## config.mk

```make
export PLATFORM = sky130hd
export DESIGN_NAME = pcfx_media_loader
export DESIGN_NICKNAME = d
export VERILOG_FILES = /design/src/rtl/pcfx_media_loader.sv
export SDC_FILE = /design/constraint.sdc
export NUM_CORES = 1
export LEC_CHECK = 0
export ABC_AREA = 1
export CAP_MARGIN = 20
export CORE_UTILIZATION = 30
export DETAILED_ROUTE_END_ITERATION = 8
export PLACE_DENSITY = 0.73
export SLEW_MARGIN = 30
export SYNTH_ARGS = -nofsm -noshare
export SYNTH_HDL_FRONTEND = slang
export SYNTH_SLANG_ARGS = --single-unit
```

## constraint.sdc

```tcl
create_clock -name clk_sys -period 4.4 [get_ports clk_sys]
set_input_delay 0.66 -clock clk_sys [delete_from_list [all_inputs] [get_ports clk_sys]]
set_output_delay 0.66 -clock clk_sys [all_outputs]
set_load 0.005 [all_outputs]
```

## src/rtl/pcfx_media_loader.sv

```systemverilog
// pcfx_media_loader: media / backup-storage front end of the PC-FX core.
//   - ROM path: ioctl index-0 download words are forwarded one at a time to a
//     single-word SDRAM write port (mem_req/mem_ack), back-pressuring the host
//     with ioctl_wait while a write is outstanding.
//   - Backup path: loads/saves up to BK_SECTORS 512-byte sectors between the
//     internal backup word RAM (bram_*) and a mounted SD image (sd_*).
// Ports:
//   clk_sys, reset_n                 clock, synchronous active-low reset
//   ioctl_* / mem_*                  BIOS download in, SDRAM write out
//   img_*                            image mount notification
//   sd_*                             HPS sector block handshake
//   bk_*                             backup control / status
//   bram_*                           backup RAM port (1-cycle synchronous read)
module pcfx_media_loader #(
  parameter logic [24:0] ROM_BASE_A = 25'h0000000,
  parameter int unsigned BK_SECTORS = 64
) (
  input  logic        clk_sys,
  input  logic        reset_n,
  input  logic        ioctl_download,
  input  logic [7:0]  ioctl_index,
  input  logic        ioctl_wr,
  input  logic [24:0] ioctl_addr,
  input  logic [15:0] ioctl_dout,
  output logic        ioctl_wait,
  output logic        mem_req,
  output logic [24:0] mem_addr,
  output logic [15:0] mem_wdata,
  input  logic        mem_ack,
  input  logic        img_mounted,
  input  logic        img_readonly,
  input  logic [63:0] img_size,
  output logic [31:0] sd_lba,
  output logic        sd_rd,
  output logic        sd_wr,
  input  logic        sd_ack,
  input  logic [7:0]  sd_buff_addr,
  input  logic [15:0] sd_buff_dout,
  output logic [15:0] sd_buff_din,
  input  logic        sd_buff_wr,
  output logic        bk_ena,
  input  logic        bk_load,
  input  logic        bk_save,
  output logic        bk_loading,
  output logic [13:0] bram_addr,
  output logic [15:0] bram_wdata,
  output logic        bram_we,
  input  logic [15:0] bram_rdata
);

  localparam int unsigned LBA_W = 7;

  typedef enum logic [2:0] {
    S_IDLE,
    S_RD_REQ,
    S_RD_WAIT,
    S_WR_REQ,
    S_WR_WAIT
  } state_t;

  // ROM path registers
  logic        r_mem_req;
  logic        r_ioctl_wait;
  logic        r_wait_clr;
  logic [24:0] r_mem_addr;
  logic [15:0] r_mem_wdata;

  // Mount registers
  logic [LBA_W-1:0] r_nsect;
  logic             r_ro;
  logic             r_bk_ena;

  // Backup FSM registers
  state_t           r_state;
  logic [LBA_W-1:0] r_lba;
  logic             r_sd_rd;
  logic             r_sd_wr;
  logic             r_bk_loading;
  logic             r_load_d;
  logic             r_save_d;
  logic             r_ack_d;

  logic [54:0]      w_size_sect;
  logic [LBA_W-1:0] w_nsect;
  logic             w_load_rise;
  logic             w_save_rise;
  logic             w_ack_fall;
  logic [LBA_W-1:0] w_lba_next;
  logic             w_unused;

  // Image size in whole sectors, clamped to the backup RAM capacity
  assign w_size_sect = img_size[63:9];
  assign w_nsect     = (w_size_sect >= 55'(BK_SECTORS)) ? LBA_W'(BK_SECTORS)
                                                        : w_size_sect[LBA_W-1:0];
  assign w_unused    = ^img_size[8:0];

  assign w_load_rise = bk_load & ~r_load_d;
  assign w_save_rise = bk_save & ~r_save_d;
  assign w_ack_fall  = ~sd_ack & r_ack_d;
  assign w_lba_next  = r_lba + LBA_W'(1);

  // ROM download: one outstanding SDRAM write; wait drops one cycle after ack
  always_ff @(posedge clk_sys) begin
    if (!reset_n) begin
      r_mem_req    <= 1'b0;
      r_ioctl_wait <= 1'b0;
      r_wait_clr   <= 1'b0;
      r_mem_addr   <= 25'd0;
      r_mem_wdata  <= 16'd0;
    end else begin
      r_wait_clr <= 1'b0;
      if (r_wait_clr) begin
        r_ioctl_wait <= 1'b0;
      end
      if (r_mem_req && mem_ack) begin
        r_mem_req  <= 1'b0;
        r_wait_clr <= 1'b1;
      end else if (!r_ioctl_wait && ioctl_wr && ioctl_download &&
                   (ioctl_index == 8'd0)) begin
        r_mem_addr   <= ROM_BASE_A + ioctl_addr;
        r_mem_wdata  <= ioctl_dout;
        r_mem_req    <= 1'b1;
        r_ioctl_wait <= 1'b1;
      end
    end
  end

  // Mount: capture usable sector count and write protection
  always_ff @(posedge clk_sys) begin
    if (!reset_n) begin
      r_nsect  <= '0;
      r_ro     <= 1'b0;
      r_bk_ena <= 1'b0;
    end else if (img_mounted) begin
      r_nsect  <= w_nsect;
      r_ro     <= img_readonly;
      r_bk_ena <= (w_nsect != '0);
    end
  end

  // Backup sector sequencer
  always_ff @(posedge clk_sys) begin
    if (!reset_n) begin
      r_state      <= S_IDLE;
      r_lba        <= '0;
      r_sd_rd      <= 1'b0;
      r_sd_wr      <= 1'b0;
      r_bk_loading <= 1'b0;
      r_load_d     <= 1'b0;
      r_save_d     <= 1'b0;
      r_ack_d      <= 1'b0;
    end else begin
      r_load_d <= bk_load;
      r_save_d <= bk_save;
      r_ack_d  <= sd_ack;
      case (r_state)
        S_IDLE: begin
          // Load takes priority when both edges land together
          if (w_load_rise && r_bk_ena) begin
            r_state      <= S_RD_REQ;
            r_lba        <= '0;
            r_sd_rd      <= 1'b1;
            r_bk_loading <= 1'b1;
          end else if (w_save_rise && r_bk_ena && !r_ro) begin
            r_state <= S_WR_REQ;
            r_lba   <= '0;
            r_sd_wr <= 1'b1;
          end
        end
        S_RD_REQ: begin
          if (sd_ack) begin
            r_sd_rd <= 1'b0;
            r_state <= S_RD_WAIT;
          end
        end
        S_RD_WAIT: begin
          if (w_ack_fall) begin
            r_lba <= w_lba_next;
            if (w_lba_next == r_nsect) begin
              r_state      <= S_IDLE;
              r_bk_loading <= 1'b0;
            end else begin
              r_state <= S_RD_REQ;
              r_sd_rd <= 1'b1;
            end
          end
        end
        S_WR_REQ: begin
          if (sd_ack) begin
            r_sd_wr <= 1'b0;
            r_state <= S_WR_WAIT;
          end
        end
        S_WR_WAIT: begin
          if (w_ack_fall) begin
            r_lba <= w_lba_next;
            if (w_lba_next == r_nsect) begin
              r_state <= S_IDLE;
            end else begin
              r_state <= S_WR_REQ;
              r_sd_wr <= 1'b1;
            end
          end
        end
        default: begin
          r_state <= S_IDLE;
        end
      endcase
    end
  end

  assign ioctl_wait = r_ioctl_wait;
  assign mem_req    = r_mem_req;
  assign mem_addr   = r_mem_addr;
  assign mem_wdata  = r_mem_wdata;

  assign sd_lba     = 32'(r_lba);
  assign sd_rd      = r_sd_rd;
  assign sd_wr      = r_sd_wr;
  assign bk_ena     = r_bk_ena;
  assign bk_loading = r_bk_loading;

  // Buffer port is passed straight through so each host word lands the same cycle
  assign bram_addr   = {r_lba[5:0], sd_buff_addr};
  assign bram_wdata  = sd_buff_dout;
  assign bram_we     = (r_state == S_RD_WAIT) & sd_buff_wr;
  assign sd_buff_din = bram_rdata;

endmodule

```

==> results of run 1 <==
[routing by layer]
metal  track usage (%)  vias to the layer above
met2              25.6                      140
met4              8.23                        0
met3              6.75                       33
met1              16.7                     1551
li1                  -                     1791
met5                 0                        -
[worst paths after layout]
check,endpoint,cells after the start,slack (ns),from
min reg2reg,mem_addr[9]$_SDFFE_PN0P_,2,0.44,mem_addr[9]$_SDFFE_PN0P_
min,mem_addr[9]$_SDFFE_PN0P_,2,0.44,mem_addr[9]$_SDFFE_PN0P_
max,bram_we,5,1.91,r_state[1]$_SDFFE_PN0P_
max reg2reg,r_state[1]$_SDFFE_PN0P_,12,2.48,r_lba[0]$_SDFFE_PN0P_
[flip-flops by register name (all words and copies together) (netlist names)]
register	flops
bk_ena	1
bk_loading	1
ioctl_wait	1
mem_addr	25
mem_req	1
mem_wdata	16
r_ack_d	1
r_lba	7
r_load_d	1
r_nsect	7
r_ro	1
r_save_d	1
r_state	3
r_wait_clr	1
sd_rd	1
sd_wr	1
[synthesized netlist by cell type, types with 5 or more instances]
| library cell | instances |
|---|---|
| inv_1 | 73 |
| buf_4 | 72 |
| dfxtp_1 | 69 |
| a21oi_1 | 59 |
| nand2_1 | 55 |
| o21ai_0 | 42 |
| nor2_1 | 34 |
| nand3_1 | 20 |
| clkbuf_1 | 10 |
| nand4_1 | 8 |
| nand3_2 | 7 |
| o21ai_1 | 7 |
| buf_2 | 6 |
| nand2_2 | 6 |
| nor4_1 | 6 |
| nor2_2 | 5 |
[metrics by stage]
step	setup WS (ns)	utilization (%)	cells	cell area, um^2	power, W
after floorplan	2.68	-	534	3850	0.00105
after global placement	1.94	43.1	791	5220	0.00119
after detailed placement	1.91	43.1	791	5220	0.00120
after CTS	1.90	45.4	807	5500	0.00191
after global routing	1.77	45.4	807	5500	0.00200
final	1.91	45.4	807	5500	0.00189
[placed cells by master, fill, tap and decap left out, types with 3 or more instances in the layout]
master / instances
inv_1: 73
nand3_2: 8
nand4_1: 8
nor2_4: 4
nor2_2: 5
nand3_1: 19
clkinv_2: 3
a21oi_2: 4
nor3_1: 3
dfxtp_1: 69
nand3b_1: 4
conb_1: 25
clkbuf_16: 9
a21oi_1: 59
nand2_1: 55
nor4_1: 6
nor2_1: 34
clkbuf_1: 3
clkdlybuf4s50_1: 174
o21ai_1: 7
nand2_2: 6
o21ai_0: 42
[area by class of cell]
cell class | count | area, um^2
fillers | 1244 | 6610
repair buffers | 177 | 1760
multi-input cells | 301 | 1580
flip-flops and latches | 69 | 1380
inverters | 76 | 287
clock buffers | 12 | 236
well taps | 168 | 210
clock inverters | 4 | 48.8
[report_power, final]
group	total [W]	internal (W)	switching (W)
Sequential	0.000688	0.000655	0.0000327
Clock	0.000698	0.000438	0.000260
Combinational	0.000502	0.000242	0.000260
[critical path, stage by stage, from the launching register on]
cell and delay [ns]:
dfxtp_1 0.45, inv_1 0.12, nor3_4 0.23, inv_1 0.09, nor2_1 0.10, clkdlybuf4s50_1 0.50
[kinds of logic (layout without fill, tap and decap cells)]
| family | after synthesis | after routing | synth area share (%) |
|---|---|---|---|
| other cells | 1 | 25 | 0.0998 |
| compound gates | 117 | 117 | 16.9 |
| simple gates | 156 | 156 | 21.7 |
| fa+ha+maj | 1 | 1 | 0.333 |
| xor+xnor | 2 | 2 | 0.466 |
| buf+inv | 164 | 269 | 23.8 |
| flops | 69 | 69 | 36.8 |
==> flow_metrics.env, run 1 <==
export IMPL_status="finished clean"
export IMPL_wl_met2_mm=4.70
export IMPL_yosysTopAreaCellShare_pct=36.8
export IMPL_postRouteAntennaNets=0
export IMPL_gp_congestion=0.889
export IMPL_synth_edf_count=0
export IMPL_top_layer_used="met4"
export IMPL_worstSetupEndpointType="output pin"
export IMPL_min_period_ns=2.49
export IMPL_globalRoute_totalOverflow=0
export IMPL_rows=40
export IMPL_fin_skew_ns=0.00771
export IMPL_tightestPinTransition_ns=0.686
export IMPL_critical_path_required_ns=3.74
export IMPL_ys_ff_latch=69
export IMPL_yosys_warnings=0
export IMPL_fin_setup_tns_ns=0
export IMPL_max_cap_violations=0
export IMPL_setup_viol=0
export IMPL_hold_ws_ns=0.441
export IMPL_synthTopCellsByArea="dfxtp_1 37%, buf_4 14%, a21oi_1 7.9%"
export IMPL_clock_latency_ns=0.32
export IMPL_die_x_um=114
export IMPL_yosys_area_top_type="dfxtp_1"
export IMPL_synth_seq_area_share_pct=36.8
export IMPL_avgSynthCellArea_um2=7.36
export IMPL_cts_tree="done"
export IMPL_cts_root_buf="clkbuf_16"
export IMPL_cts_hold_buffers=0
export IMPL_boundaryPins=290
export IMPL_wl_met3_um=959
export IMPL_die_h_um=114
export IMPL_fin_nets=799
export IMPL_syn_area_mm2=0.00376
export IMPL_worst_setup_path_type="flop to output pin"
export IMPL_rsz0062_at_grt="no"
export IMPL_maxSlewViolCount=0
export IMPL_grt_max_degree=84
export IMPL_hp_class="flop to flop"
export IMPL_antenna_found_initial=0
export IMPL_coreArea_mm2=0.0121
export IMPL_portBuffers=175
export IMPL_netlist_instances=510
export IMPL_track_usage_pct=15.5
export IMPL_slew_headroom_pct=54.3
export IMPL_wl_met1_mm=4.01
export IMPL_cp_max_fo=6
export IMPL_p_leak_nw=2.01
export IMPL_syn2layout_area_growth_pct=46.4
export IMPL_drive_gt1_share_pct=8.45
export IMPL_clk_pin_slew_worst_paths_ns=0.06
export IMPL_grt_pass1_vias=3442
export IMPL_dr_first_iter_drc_count=185
export IMPL_ys_flop_type="dfxtp_1"
export IMPL_ir_drop_uv=143
export IMPL_cp_start_kind="flop"
export IMPL_first_pass_iters=4
export IMPL_drc=0
export IMPL_ctsHtreeMaxLevel=3
export IMPL_synth_cell_types=33
export IMPL_ctsResizeCount=0
export IMPL_num_vias=3515
export IMPL_fmax_mhz=402
export IMPL_ctsLongestPathBuffers=2
export IMPL_fin_crit_sh_pct=56.5
export IMPL_hold_viol=0
export IMPL_diodes=0
export IMPL_cts_sinks=69
export IMPL_arrival_ns=1.83
export IMPL_grt_pass1_wl_mm=15.8
export IMPL_viasPerCell=4.36
export IMPL_power_density_mw_per_mm2=343
export IMPL_die_area_mm2=0.0130
export IMPL_dpl_hpwl_mm=7.68
export IMPL_wirelength_mm=9.96
export IMPL_cts_setup_buffers=0
export IMPL_initial_utilization_pct=31.0
export IMPL_async_reset_ff_share_pct=0
export IMPL_wire_per_inst_um=12.3
export IMPL_numCtsBuffers=9
Note: power is estimated with default switching activity, not from simulation.
==> inputs of run 2 (changes only) <==
Clock period 4.4 ns to 2.43 ns, I/O delays scaled along.
==> run 2 against run 1 <==
Effect of this change: non-clock buffer count is 1 higher; core utilization is 0.51 points higher; final area grew 1.1%; worst setup slack worse by 1.7 ns; largest cell class unchanged; largest power group unchanged.
==> flow_metrics.env, run 2 (synthesis results as in run 1) <==
export IMPL_status="finished clean"
export IMPL_maxSlewViolCount=0
export IMPL_hp_class="flop to flop"
export IMPL_cp_start_kind="flop"
export IMPL_dpl_hpwl_mm=7.70
export IMPL_cts_setup_buffers=0
export IMPL_coreArea_mm2=0.0121
export IMPL_cts_root_buf="clkbuf_16"
export IMPL_ctsResizeCount=0
export IMPL_clk_pin_slew_worst_paths_ns=0.06
export IMPL_clock_latency_ns=0.33
export IMPL_setup_viol=0
export IMPL_numCtsBuffers=9
export IMPL_largest_register_ff_count=25
export IMPL_fin_setup_tns_ns=0
export IMPL_cts_sinks=69
export IMPL_final_common_cell="clkdlybuf4s50_1"
export IMPL_rows=40
export IMPL_globalRoute_totalOverflow=0
export IMPL_hold_viol=0
export IMPL_min_period_ns=2.19
export IMPL_hold_ws_ns=0.441
export IMPL_fin_crit_sh_pct=90.1
export IMPL_boundaryPins=290
export IMPL_slew_headroom_pct=60.5
export IMPL_drc=0
export IMPL_worstSetupEndpointType="output pin"
export IMPL_num_vias=3504
export IMPL_viasPerCell=4.34
export IMPL_rsz0062_at_grt="no"
export IMPL_ctsHtreeMaxLevel=3
export IMPL_wirelength_mm=9.92
export IMPL_ir_drop_uv=345
export IMPL_tightestPinTransition_ns=0.591
export IMPL_power_density_mw_per_mm2=643
export IMPL_max_cap_violations=0
export IMPL_layout_common_cells="174 x clkdlybuf4s50_1, 73 x inv_1, 69 x dfxtp_1"
export IMPL_regArea_mm2=0.00138
export IMPL_grt_pass1_wl_mm=15.8
export IMPL_grt_pass1_vias=3381
export IMPL_fin_skew_ns=0.00527
export IMPL_gp_congestion=0.899
export IMPL_cts_hold_buffers=0
export IMPL_portBuffers=175
export IMPL_ctsLongestPathBuffers=2
export IMPL_track_usage_pct=15.6
export IMPL_postRouteAntennaNets=0
export IMPL_die_x_um=114
export IMPL_initial_utilization_pct=31.0
export IMPL_grt_max_degree=83
export IMPL_wire_per_inst_um=12.3
export IMPL_dr_first_iter_drc_count=160
export IMPL_multi_input_area_mm2=0.00158
export IMPL_n_fill_cell=1252
export IMPL_diodes=0
export IMPL_die_h_um=114
export IMPL_worst_setup_path_type="flop to output pin"
export IMPL_drive_gt1_share_pct=8.91
export IMPL_fmax_mhz=457
export IMPL_fin_nets=800
export IMPL_p_leak_nw=2.04
export IMPL_cts_tree="done"
export IMPL_arrival_ns=1.83
export IMPL_cp_max_fo=6
export IMPL_first_pass_iters=4
export IMPL_die_area_mm2=0.0130
export IMPL_critical_path_required_ns=2.07
export IMPL_syn2layout_area_growth_pct=48.1
export IMPL_antenna_found_initial=0
## run 2: stage by stage
stage / instance area, um^2 / setup WS [ns] / instances / util [%] / power [W]
6_report: 5560 / 0.240 / 808 / 45.9 / 0.00358
5_1_grt: 5560 / 0.0866 / 808 / 45.9 / 0.00379
3_5_place_dp: 5240 / 0.403 / 792 / 43.2 / 0.00217
2_1_floorplan: 3850 / 0.762 / 534 / - / 0.00190
3_3_place_gp: 5240 / 0.466 / 792 / 43.2 / 0.00215
4_1_cts: 5560 / 0.229 / 808 / 45.9 / 0.00363
## run 2: final cells by class
type | count | area share, %
clock buffers | 11 | 4.36
clock inverters | 5 | 1.51
inverters | 76 | 5.15
multi-input cells | 301 | 28.3
flip-flops and latches | 69 | 24.8
well taps | 168 | 3.78
repair buffers | 178 | 32.0
## run 2: critical path: stages (launching register included)
cell and delay (ns):
dfxtp_1 0.44, inv_1 0.12, nor3_4 0.22, inv_1 0.09, nor2_1 0.11, clkdlybuf4s50_1 0.51
## run 2: path summary, 6_finish.rpt
| kind | to | start | slack (ns) | depth (start not counted) |
|---|---|---|---|---|
| setup / recovery | bram_we | r_state[1]$_SDFFE_PN0P_ | 0.24 | 5 |
| hold / removal | mem_addr[16]$_SDFFE_PN0P_ | mem_addr[16]$_SDFFE_PN0P_ | 0.44 | 2 |
| setup reg to reg | sd_wr$_SDFFE_PN0P_ | r_lba[1]$_SDFFE_PN0P_ | 0.64 | 10 |
| hold reg to reg | mem_addr[16]$_SDFFE_PN0P_ | mem_addr[16]$_SDFFE_PN0P_ | 0.44 | 2 |
## run 2: per-layer routing
layer / track usage (%) / vias to the layer above / wire length (um)
met5: 0 / - / 0
met4: 7.79 / 0 / 315
met3: 7.33 / 33 / 968
met2: 25.1 / 148 / 4620
met1: 17.4 / 1525 / 4010
li1: - / 1798 / -
## run 2: report_power, final
| part | switching (W) | internal, W | leakage (nW) |
|---|---|---|---|
| logic | 0.000475 | 0.000439 | 1.33 |
| registers | 0.0000548 | 0.00119 | 0.559 |
| clock network | 0.000494 | 0.000928 | 0.152 |
| total | 0.00102 | 0.00255 | 2.04 |
